===== src/rtl/uart_pkg.sv =====
// ---------------------------------------------------------------------------
// uart_pkg
//   Shared UART definitions: receive FSM state encoding, the oversampling
//   ratio and the baud divisor helper. The divisor helper is also used by
//   the TX side.
// ---------------------------------------------------------------------------
`timescale 1ns/1ps
package uart_pkg;

  localparam int OVERSAMPLE = 16;

  typedef enum logic [2:0] {
    IDLE  = 3'd0,
    START = 3'd1,
    DATA  = 3'd2,
    STOP  = 3'd3,
    BREAK = 3'd4
  } rx_state_t;

  // Clock cycles per oversample tick, truncated.
  function automatic int baud_div(input int clk_hz, input int baud);
    return clk_hz / (baud * OVERSAMPLE);
  endfunction

endpackage


===== src/rtl/baud_tick_gen.sv =====
// ---------------------------------------------------------------------------
// baud_tick_gen
//   Free-running divider producing a one-cycle tick every DIV clocks.
//   Ports:
//     clk   in   system clock
//     rst   in   synchronous active-low reset
//     clr   in   restart the divider (tick phase realigns to this cycle)
//     tick  out  one-cycle pulse every DIV cycles
// ---------------------------------------------------------------------------
`timescale 1ns/1ps
module baud_tick_gen #(
  parameter int DIV = 651
) (
  input  logic clk,
  input  logic rst,
  input  logic clr,
  output logic tick
);

  localparam int            CW   = (DIV > 1) ? $clog2(DIV) : 1;
  localparam logic [CW-1:0] LAST = CW'(DIV - 1);

  logic [CW-1:0] cnt_q, cnt_d;

  always_comb begin
    tick = (cnt_q == LAST);
    if (clr || tick) cnt_d = '0;
    else             cnt_d = cnt_q + CW'(1);
  end

  always_ff @(posedge clk) begin
    if (!rst) cnt_q <= '0;
    else      cnt_q <= cnt_d;
  end

endmodule


===== src/rtl/uart_rx_os16.sv =====
// ---------------------------------------------------------------------------
// uart_rx_os16
//   8-N-1 UART receiver, LSB first, 16x oversampling with mid-bit sampling.
//   Rejects false starts, flags framing errors and FIFO-full overruns.
//   Ports:
//     clk          in   system clock
//     rst          in   synchronous active-low reset
//     rx           in   asynchronous serial line, idles high
//     fifo_full    in   downstream FIFO full; sampled only in the strobe cycle
//     rx_data      out  last good byte; holds until the next good byte
//     rx_valid     out  one-cycle push strobe, rx_data valid in same cycle
//     frame_err    out  one-cycle pulse when the stop bit samples 0
//     overrun_err  out  one-cycle pulse when a good byte meets fifo_full
//     busy         out  high whenever the FSM is not IDLE
//     dbg_state    out  current FSM state
//
//   Handshake: rx_valid is a push-only strobe with no ready; fifo_full acts
//   as the inverse ready and is only looked at in the cycle the byte would
//   be pushed. rx_valid, frame_err and overrun_err never assert together.
// ---------------------------------------------------------------------------
`timescale 1ns/1ps
module uart_rx_os16 #(
  parameter int CLK_HZ     = 100_000_000,
  parameter int BAUD       = 9600,
  parameter int OVERSAMPLE = 16           // only 16 is supported
) (
  input  logic                clk,
  input  logic                rst,
  input  logic                rx,
  input  logic                fifo_full,
  output logic [7:0]          rx_data,
  output logic                rx_valid,
  output logic                frame_err,
  output logic                overrun_err,
  output logic                busy,
  output uart_pkg::rx_state_t dbg_state
);

  import uart_pkg::*;

  localparam int DIV = baud_div(CLK_HZ, BAUD);

  logic       rx_meta_q, rx_s_q;
  rx_state_t  state_q, state_d;
  logic [3:0] tcnt_q, tcnt_d;
  logic [2:0] bcnt_q, bcnt_d;
  logic [7:0] sr_q, sr_d;
  logic [7:0] data_q, data_d;
  logic       valid_q, valid_d;
  logic       ferr_q, ferr_d;
  logic       ovr_q, ovr_d;
  logic       tick, tick_clr;

  baud_tick_gen #(.DIV(DIV)) u_tick (
    .clk  (clk),
    .rst  (rst),
    .clr  (tick_clr),
    .tick (tick)
  );

  always_comb begin
    state_d  = state_q;
    tcnt_d   = tcnt_q;
    bcnt_d   = bcnt_q;
    sr_d     = sr_q;
    data_d   = data_q;
    valid_d  = 1'b0;
    ferr_d   = 1'b0;
    ovr_d    = 1'b0;
    tick_clr = 1'b0;
    case (state_q)
      IDLE: begin
        tcnt_d = '0;
        bcnt_d = '0;
        if (!rx_s_q) begin
          state_d  = START;
          tick_clr = 1'b1;          // align tick phase to the start edge
        end
      end
      START: if (tick) begin
        if (tcnt_q == 4'd7) begin   // middle of the start bit
          tcnt_d  = '0;
          bcnt_d  = '0;
          state_d = rx_s_q ? IDLE : DATA;
        end else begin
          tcnt_d = tcnt_q + 4'd1;
        end
      end
      DATA: if (tick) begin
        tcnt_d = tcnt_q + 4'd1;     // wraps 15 -> 0 at each bit centre
        if (tcnt_q == 4'd15) begin
          sr_d   = {rx_s_q, sr_q[7:1]};
          bcnt_d = bcnt_q + 3'd1;
          if (bcnt_q == 3'd7) state_d = STOP;
        end
      end
      STOP: if (tick) begin
        tcnt_d = tcnt_q + 4'd1;
        if (tcnt_q == 4'd15) begin
          if (rx_s_q) begin
            if (fifo_full) begin
              ovr_d = 1'b1;
            end else begin
              data_d  = sr_q;
              valid_d = 1'b1;
            end
            state_d = IDLE;         // leaves half a bit to catch next start
          end else begin
            ferr_d  = 1'b1;
            state_d = BREAK;
          end
        end
      end
      BREAK: if (rx_s_q) state_d = IDLE;
      default: state_d = IDLE;
    endcase
  end

  always_ff @(posedge clk) begin
    if (!rst) begin
      rx_meta_q <= 1'b1;
      rx_s_q    <= 1'b1;
      state_q   <= IDLE;
      tcnt_q    <= '0;
      bcnt_q    <= '0;
      sr_q      <= '0;
      data_q    <= '0;
      valid_q   <= 1'b0;
      ferr_q    <= 1'b0;
      ovr_q     <= 1'b0;
    end else begin
      rx_meta_q <= rx;
      rx_s_q    <= rx_meta_q;
      state_q   <= state_d;
      tcnt_q    <= tcnt_d;
      bcnt_q    <= bcnt_d;
      sr_q      <= sr_d;
      data_q    <= data_d;
      valid_q   <= valid_d;
      ferr_q    <= ferr_d;
      ovr_q     <= ovr_d;
    end
  end

  assign rx_data     = data_q;
  assign rx_valid    = valid_q;
  assign frame_err   = ferr_q;
  assign overrun_err = ovr_q;
  assign busy        = (state_q != IDLE);
  assign dbg_state   = state_q;

endmodule


===== config.mk =====
export PLATFORM = sky130hd
export DESIGN_NAME = uart_rx_os16
export DESIGN_NICKNAME = d
export VERILOG_FILES = /design/src/rtl/uart_pkg.sv /design/src/rtl/baud_tick_gen.sv /design/src/rtl/uart_rx_os16.sv
export SDC_FILE = /design/constraint.sdc
export NUM_CORES = 1
export LEC_CHECK = 0
export ABC_AREA = 1
export BUFFER_PORTS_ARGS = -buffer_cell sky130_fd_sc_hd__buf_4
export CAP_MARGIN = 20
export CORE_AREA = 4 4 86 88
export DETAILED_ROUTE_END_ITERATION = 16
export DIE_AREA = 0 0 90 92
export REMOVE_ABC_BUFFERS = 1
export SLEW_MARGIN = 20
export SYNTH_ARGS = -nofsm -noshare
export SYNTH_HDL_FRONTEND = slang
export SYNTH_SLANG_ARGS = --single-unit
export TNS_END_PERCENT = 100

===== constraint.sdc =====
create_clock -name clk -period 3.48 [get_ports clk]
set_input_delay 0.174 -clock clk [delete_from_list [all_inputs] [get_ports clk]]
set_output_delay 0.174 -clock clk [all_outputs]
set_load 0.02 [all_outputs]

======== After elaboration in Yosys (flattened, before gate mapping) ========
Cells that the tools add are included.
storage, ports and cells
  output and inout port bits .............. 15
  bits in registers ....................... 41
cells by class
  multiplexer cells ....................... 25
  bitwise logic cells ..................... 2
  $add $sub $neg .......................... 3
  reductions and logical operators ........ 14
  equality and inequality tests ........... 18
operator list
  kind                                           number
  two-way mux 3 bit                              14
  != test 2 bit, second input constant           9
  one-hot mux 3 bit (5 select lines)             1
  AND reduction 5 bit                            3
  two-way mux 4 bit                              3
  one-hot mux 4 bit (3 select lines)             1
  adder 10 x 1 -> 10 bit, second input constant  1
  == test 10 bit, second input constant          1
  one-hot mux 3 bit (3 select lines)             1
  AND reduction 9 bit                            1
  nonzero test 3 bit                             3
  == test 3 x 2 -> 1 bit, second input constant  2
  == test 3 bit, second input constant           2
  AND reduction 3 bit                            2
  adder 4 x 1 -> 4 bit, second input constant    1
  == test 4 x 3 -> 1 bit, second input constant  1
  == test 4 bit, second input constant           1
  two-way mux 1 bit                              4
  AND reduction 4 bit                            1
  OR reduction 2 bit                             2
  adder 3 x 1 -> 3 bit, second input constant    1
  == test 3 x 1 -> 1 bit, second input constant  1
  zero test 3 bit                                1
  two-way mux 2 bit                              1
  other kinds (3)                                4

======== Depth between registers and ports, before layout ========
Gate-level depths: netlist (run 1).
  depth after elaboration ................. 5
  gate-level depth with buffers ........... 11
  gate-level depth less buffers ........... 11

======== Cells and area by module ========
Synthesis (run 1) repeated with hierarchy kept, for this count alone.
second synthesis, totals
  cell total of the unflattened synthesis .. 252
  area total of the unflattened synthesis .. 1901.8 sq um
modules (own cells, without submodules)
  module         times used  area an instance (sq um)  cells an instance
  uart_rx_os16   1           1392.6                    186
  baud_tick_gen  1           509.2                     66

======== Worst setup path before layout (run 1) ========
OpenSTA, ideal clock, no wires.
  path kind ............................... reg-to-reg
  start point ............................. register state_q[1] (netlist: dbg_state[1])
  end point ............................... register data_q[0] (netlist: rx_data[0])
  buffers on the path ..................... 0
  setup slack ............................. 2.017 ns
  arrival ................................. 1.347 ns
  period minus slack after synthesis ...... 1.463 ns
  cell stages (with the launch flop) ...... 10
  cells stage by stage .................... dfxtp_1 -> inv_2 -> nor2_4 -> nand2_2 -> inv_2 -> nand3_4 -> nor2_8 -> inv_2 -> nor2_1 -> nor2_1
between the ends
  longest elaborated chain between the ends .. 2
RTL lines
  element                               line                 text
  start, declared                       uart_rx_os16.sv:44   rx_state_t state_q, state_d;
  start signal, assigned                uart_rx_os16.sv:134  state_q <= state_d;
  == test 3 x 2 -> 1 bit                uart_rx_os16.sv:71   case (state_q)
  AND reduction 5 bit (no source line)  --
  end signal, assigned                  uart_rx_os16.sv:138  data_q <= data_d;
  end, declared                         uart_rx_os16.sv:48   logic [7:0] data_q, data_d;
No other way between the ends.
A chain may end at the register's enable or synchronous reset.

======== Final worst setup path (run 1) ========
  start point ............................. register tcnt_q[0]
  end point ............................... register data_q[7] (netlist: rx_data[7])
between the ends
  longest elaborated chain between the ends .. 2
RTL lines
  element                               line                 text
  start, declared                       uart_rx_os16.sv:45   logic [3:0] tcnt_q, tcnt_d;
  start signal, assigned                uart_rx_os16.sv:135  tcnt_q <= tcnt_d;
  == test 4 bit                         uart_rx_os16.sv:99   if (tcnt_q == 4'd15) begin
  AND reduction 5 bit (no source line)  --
No other way between the ends.

==> flow_metrics.py, run 1 <==
metrics = {
    "drt": {
        "viasPerCell": 4.56,
        "drt_iter0_markers": 58,
        "drc": 0,
        "wl_um": 3860,
        "antenna_left": 0,
        "vias": 1578,
        "post_drt_wl_per_cell_um": 11.2,
        "dr.pass1.iters": 4,
    },
    "clock_tree": {
        "clk_latency_ns": 0.29,
        "h-tree-depth": 2,
        "path_clk_slew_ns": 0.08,
        "post_cts.repair.setup_buffers": 0,
        "cts-root-buf": "clkbuf_8",
        "ctsResizeCount": 0,
        "cts_buffers": 5,
        "cts_tree": "built",
        "cts.sinks": 41,
        "postCtsHoldBufs": 0,
        "cts.path.max_buffers": 2,
    },
    "layout": {
        "drive_gt1_frac": 0.237,
        "fillers": 699,
        "final_cell_area_um2": 2260,
        "syn2layout_area_growth_pct": 17.0,
        "num_antenna_cells": 0,
        "fin_nets": 274,
    },
    "setup_path": {
        "timing.rr.end": "rx_data[7]",
        "slowest_delay_ns": 0.37,
        "reg2reg_setup_slack_ns": 1.88,
        "worstPathArrival_ns": 1.79,
        "start_kind": "flop",
        "path_class": "flop to flop",
        "cp_common_cell": "nor2_1",
        "worst_path_max_delay_cell": "dfxtp_1",
        "cp.depth": 8,
        "cp.buffers_inverters": 1,
        "required_ns": 3.66,
        "crit_family": "simple AND/OR/NAND/NOR gates",
        "r2r_start": "tcnt_q[0]",
        "r2r_cells": 8,
        "crit_end": "rx_data[7]",
        "critPathMaxFanout": 9,
        "cp-startpoint": "tcnt_q[0]",
        "worstSetupEndpointType": "flop",
        "crit_chain": "ha_1 -> nand2_1 -> nor2_4 -> nand4_4 -> nor2_8 -> inv_2 -> nor2_1 -> nor2_1",
    },
    "global_route": {
        "overflow": 0,
        "grt_pass1_wl_um": 6730,
        "grt_pass1_vias": 1501,
        "grt_usage": 0.0981,
        "grt_max_degree": 28,
        "antenna_found_initial": 0,
    },
    "sta": {
        "max_freq_ghz": 0.624,
        "fin_crit_ns": 1.60,
        "rsz0062_at_grt": "no",
        "post-route-period-util": 0.461,
        "fin_ws_ns": 1.88,
        "tns_ns": 0,
        "finalHoldViolCount": 0,
        "slew_headroom": 0.710,
        "tightest_slew_ns": 0.434,
        "maxSlewViolCount": 0,
        "clock_skew_ns": 0.00869,
        "setup_violations": 0,
    },
    "run": {
        "cap_viol_max_count": 0,
    },
    "power": {
        "switching_share": 0.374,
        "comb_power_share": 0.348,
        "clockPowerShare": 0.262,
        "p_int_mw": 0.909,
        "netSwitchingPower_mw": 0.544,
        "irDropWorstVdd_mv": 0.220,
        "p_per_area_nw_per_um2": 642,
        "power.leakage_nw": 0.999,
        "seq_power_share": 0.390,
    },
    "placement": {
        "post-place-ws_ns": 1.85,
        "port_buffers": 18,
        "dp_hpwl_um": 2920,
        "placed_cell_area_um2": 2150,
        "place_congestion": 0.761,
    },
    "logic_synthesis": {
        "ys.warnings.count": 0,
        "synth_area_um2": 1930,
        "syn_avg_cell_area_um2": 7.93,
        "netlist_instances": 244,
        "ys_seq_area_frac": 0.424,
        "synth_cell_types": 36,
        "ys_seq_elements": 41,
    },
    "worst_hold_path": {
        "min_from": "rx",
        "hold_class": "primary input to flop",
    },
    "die": {
        "pin_count": 19,
        "die_x_um": 90,
        "rows": 30,
        "initial_core_util": 0.291,
        "dieArea_um2": 8280,
        "fp.coreArea_um2": 6640,
        "die_y_um": 92,
    },
    "run_status": {
        "status": "finished clean",
    },
}
-- worst register-to-register path: stages, from the launching register on --
cell and delay (ns):
dfxtp_1 0.37, ha_1 0.21, nand2_1 0.11, nor2_4 0.13
nand4_4 0.20, nor2_8 0.21, inv_2 0.11, nor2_1 0.11
nor2_1 0.06
-- power groups by stage --
stage	clock (mW)	combinational, mW	sequential [mW]
floorplan	0	0.380	0.581
global placement	0	0.503	0.575
detailed placement	0	0.512	0.578
CTS	0.398	0.513	0.566
global route	0.418	0.579	0.573
finish	0.381	0.506	0.567
-- cells by family (layout without fill, tap and decap cells) --
| group | after synthesis | count (layout) | share of synthesized area |
|---|---|---|---|
| simple gates | 125 | 125 | 0.351 |
| xor+xnor | 3 | 3 | 0.0136 |
| compound gates | 41 | 41 | 0.122 |
| flops | 41 | 41 | 0.424 |
| fa+ha+maj | 5 | 5 | 0.0323 |
| buf+inv | 29 | 51 | 0.0576 |
-- per-stage QoR --
step	hold slack, ns	total power [mW]	std cells	util
4_1_cts	0.0760	1.48	346	0.341
5_1_grt	0.0748	1.57	346	0.341
3_5_place_dp	0.378	1.09	338	0.324
6_report	0.0788	1.45	346	0.341
2_1_floorplan	0.281	0.961	240	-
3_3_place_gp	0.376	1.08	338	0.324
-- sequential cells by signal (all words and copies together), names as in the netlist --
register and flops:
dbg_state 3, u_tick.cnt_q 10, sr_q 8, frame_err 1, rx_s_q 1, tcnt_q 4
rx_valid 1, overrun_err 1, bcnt_q 3, rx_meta_q 1, rx_data 8
-- synthesized netlist by cell type --
| master | count | area share |
|---|---|---|
| a31oi_1 | 1 | 0.0032 |
| nand3_2 | 2 | 0.010 |
| buf_2 | 2 | 0.0052 |
| nor3b_1 | 1 | 0.0039 |
| ha_1 | 5 | 0.032 |
| xor2_1 | 2 | 0.0091 |
| o21ai_0 | 18 | 0.047 |
| nor3_2 | 1 | 0.0052 |
| nor2_2 | 5 | 0.016 |
| nand2_1 | 24 | 0.047 |
| nand4_1 | 3 | 0.0097 |
| dfxtp_1 | 41 | 0.42 |
| nor2_8 | 2 | 0.021 |
| inv_1 | 17 | 0.033 |
| nand3_4 | 1 | 0.0091 |
| o21bai_1 | 1 | 0.0039 |
| nand4_4 | 1 | 0.011 |
| o211ai_4 | 1 | 0.011 |
| nor3_1 | 2 | 0.0052 |
| nand3b_1 | 3 | 0.012 |
| a21oi_1 | 12 | 0.031 |
| or2_2 | 3 | 0.0097 |
| nand2_2 | 6 | 0.019 |
| nand3_1 | 9 | 0.023 |
| nor4_2 | 1 | 0.0065 |
| nor2_1 | 54 | 0.10 |
| and3_1 | 1 | 0.0032 |
| nand4_2 | 1 | 0.0065 |
| or2_4 | 1 | 0.0045 |
| inv_2 | 8 | 0.016 |
| xnor2_1 | 1 | 0.0045 |
| o21a_1 | 1 | 0.0039 |
| nor2_4 | 4 | 0.023 |
| clkbuf_1 | 2 | 0.0039 |
| a22oi_2 | 1 | 0.0065 |
| o21ai_1 | 6 | 0.016 |
-- cells in the final DEF (no fill, tap or decap), types with 2 or more instances in the layout --
cell type / count
nor2_4: 4
nand2_2: 6
o21ai_1: 6
clkbuf_8: 5
nand4_1: 3
a21oi_1: 12
xor2_1: 2
buf_4: 18
nor3_1: 2
nor2_8: 2
nor2_1: 54
inv_2: 8
o21ai_0: 18
inv_1: 17
or2_2: 3
nand2_1: 24
nand3_2: 2
nand3_1: 9
ha_1: 5
dfxtp_1: 41
nand3b_1: 3
nor2_2: 5
-- layer usage --
layer	vias up	track usage	wire [um]
met1	725	0.115	1810
met5	-	0	0
met4	0	0.0344	50
li1	833	-	-
met3	6	0.0246	87
met2	14	0.174	1910
-- area by class of cell --
type	count	area, um2	area share
sequential	41	821	0.363
tap	80	100	0.0442
timing repair buffer	18	135	0.0597
clock inverter	2	38.8	0.0171
multi-input combinational	174	1000	0.443
clock buffer	6	72.6	0.0321
inverter	25	93.8	0.0415
-- worst min-delay path by stage --
stage	to	slack [ns]	cells past startpoint
3_5_place_dp	rx_meta_q	0.38	2
3_3_place_gp	rx_meta_q	0.38	2
5_1_grt	rx_meta_q	0.07	2
6_report	rx_meta_q	0.08	2
4_1_cts	rx_meta_q	0.08	2
2_1_floorplan	rx_meta_q	0.28	1
No activity file was read; power rests on OpenSTA's default activity.
==> run 2: changes to the inputs <==
==> constraint.sdc (replaced) <==
create_clock -name clk -period 1.45 [get_ports clk]
set_input_delay 0.0725 -clock clk [delete_from_list [all_inputs] [get_ports clk]]
set_output_delay 0.0725 -clock clk [all_outputs]
set_load 0.02 [all_outputs]
==> flow_metrics.py, run 2 (same netlist as run 1, synthesis figures left out) <==
metrics = {
    "drt": {
        "antenna_left": 0,
        "drt_iter0_markers": 79,
        "post_drt_wl_per_cell_um": 11.7,
        "vias": 1692,
        "drc": 0,
        "wl_um": 4430,
        "viasPerCell": 4.48,
        "dr.pass1.iters": 5,
    },
    "sta": {
        "rsz0062_at_grt": "yes",
        "fin_crit_ns": 1.49,
        "fin_ws_ns": -0.0375,
        "setup_violations": 13,
        "max_freq_ghz": 0.672,
        "tightest_slew_ns": 0.282,
        "clock_skew_ns": 0.00992,
        "post-route-period-util": 1.03,
        "slew_headroom": 0.812,
        "finalHoldViolCount": 0,
        "maxSlewViolCount": 0,
        "whs_ns": 0.133,
    },
    "layout": {
        "fin_nets": 306,
        "final_cell_mix": "nor2_1 (46), buf_4 (40), dfxtp_1 (31)",
        "num_antenna_cells": 0,
        "drive_gt1_frac": 0.456,
        "final_common_cell": "nor2_1",
        "largest_reg_flops": 10,
        "fillers": 639,
        "largest_register": "u_tick.cnt_q",
        "syn2layout_area_growth_pct": 40.9,
        "post-route-util": 0.410,
    },
    "placement": {
        "place_congestion": 0.756,
        "dp_hpwl_um": 3120,
        "port_buffers": 18,
    },
    "clock_tree": {
        "clk_latency_ns": 0.31,
        "path_clk_slew_ns": 0.09,
        "cts.path.max_buffers": 2,
        "h-tree-depth": 2,
        "cts_tree": "built",
        "cts-root-buf": "clkbuf_8",
        "cts.sinks": 41,
        "cts_buffers": 5,
    },
    "global_route": {
        "grt_max_degree": 28,
        "grt_pass1_wl_um": 7320,
        "grt_pass1_vias": 1611,
        "overflow": 0,
        "grt_usage": 0.107,
        "antenna_found_initial": 0,
    },
    "die": {
        "rows": 30,
        "dieArea_um2": 8280,
        "pin_count": 19,
        "die_y_um": 92,
        "fp.coreArea_um2": 6640,
        "die_x_um": 90,
        "initial_core_util": 0.291,
    },
    "setup_path": {
        "start_kind": "flop",
        "required_ns": 1.65,
        "slowest_delay_ns": 0.33,
        "crit_chain": "inv_2 -> ha_4 -> nand2_4 -> nor2_4 -> buf_6 -> nand3_4 -> nand2_4 -> nand3_4 -> o21ai_2 -> a21oi_1",
        "critPathMaxFanout": 6,
        "worstPathArrival_ns": 1.69,
        "worst_path_max_delay_cell": "dfxtp_2",
        "path_class": "flop to flop",
        "worstSetupEndpointType": "flop",
    },
    "power": {
        "comb_power_share": 0.437,
        "seq_power_share": 0.356,
        "netSwitchingPower_mw": 1.56,
        "irDropWorstVdd_mv": 0.578,
        "power.leakage_nw": 1.19,
        "p_int_mw": 2.31,
        "clockPowerShare": 0.207,
        "p_per_area_nw_per_um2": 1420,
        "switching_share": 0.403,
    },
    "run_status": {
        "status": "finished with violations",
        "violations": "negative setup slack",
    },
    "worst_hold_path": {
        "hold_class": "primary input to flop",
    },
    "run": {
        "cap_viol_max_count": 0,
    },
}
==> run 2: cell count changes in the layout (fill, tap and decap cells not counted), sizes merged <==
| cell | change |
|---|---|
| buf | +30 |
| inv | +2 |
| bufinv | -1 |
| clkbuf | -1 |
| clkinv | -1 |
| clkinvlp | +1 |
| dlygate4sd3 | +1 |
| nor2 | +1 |
==> run 2: path summary, 6_finish.rpt <==
path              slack (ns)  cells past startpoint            start     endpoint
hold / removal          0.13                      3        fifo_full  overrun_err
hold reg to reg         0.42                      1        rx_meta_q       rx_s_q
setup / recovery       -0.04                     10  u_tick.cnt_q[0]    bcnt_q[2]
setup reg to reg       -0.04                     10  u_tick.cnt_q[0]    bcnt_q[2]
==> run 2: power by group through the flow <==
stage | Combinational [mW] | Clock (mW) | Sequential [mW]
2_1_floorplan | 0.912 | 0 | 1.40
5_1_grt | 1.90 | 0.873 | 1.39
3_5_place_dp | 1.41 | 0 | 1.37
4_1_cts | 1.46 | 0.825 | 1.36
3_3_place_gp | 1.39 | 0 | 1.37
6_report | 1.69 | 0.800 | 1.37
==> run 2: timing repair <==
action | 4_1_cts | 5_1_grt
endpoints found under the setup margin | 30 | 36
setup buffers | 4 | 4
cloned | 0 | 1
gates resized for setup | 19 | 47
hold buffers | 1 | 0
pin swaps | 7 | 27
hold endpoints to repair | 1 | 0
==> run 2: critical path: cells and delay by family, from the launching register on <==
family          cells  cell delay, ns
compound gates      2            0.18
fa+ha+maj           1            0.13
buf+inv             2            0.19
flops               1            0.33
simple gates        5            0.55
==> run 2: layer usage <==
metal / wire [um] / track usage
met1: 1930 / 0.128
met2: 2310 / 0.188
met3: 113 / 0.0221
met4: 70 / 0.0421
met5: 0 / 0
==> run 2: layout make-up <==
| type | count | area, um2 | share of cell area |
|---|---|---|---|
| Tap cell | 80 | 100 | 0.0367 |
| Clock buffer | 5 | 68.8 | 0.0253 |
| Multi-Input combinational cell | 175 | 1190 | 0.437 |
| Timing Repair Buffer | 49 | 409 | 0.150 |
| Clock inverter | 3 | 25.0 | 0.00918 |
| Sequential cell | 41 | 833 | 0.306 |
| Inverter | 25 | 98.8 | 0.0363 |
==> run 2: stage by stage <==
stage / TNS [ns] / std cells / area [um2] / total power, mW / setup slack (ns)
global placement: -1.66 / 360 / 2330 / 2.76 / -0.113
CTS: -0.299 / 373 / 2510 / 3.64 / -0.0414
floorplan: -0.154 / 240 / 1920 / 2.31 / -0.0205
global route: -2.55 / 378 / 2730 / 4.16 / -0.141
finish: -0.235 / 378 / 2730 / 3.87 / -0.0375
detailed placement: -2.10 / 360 / 2330 / 2.78 / -0.104
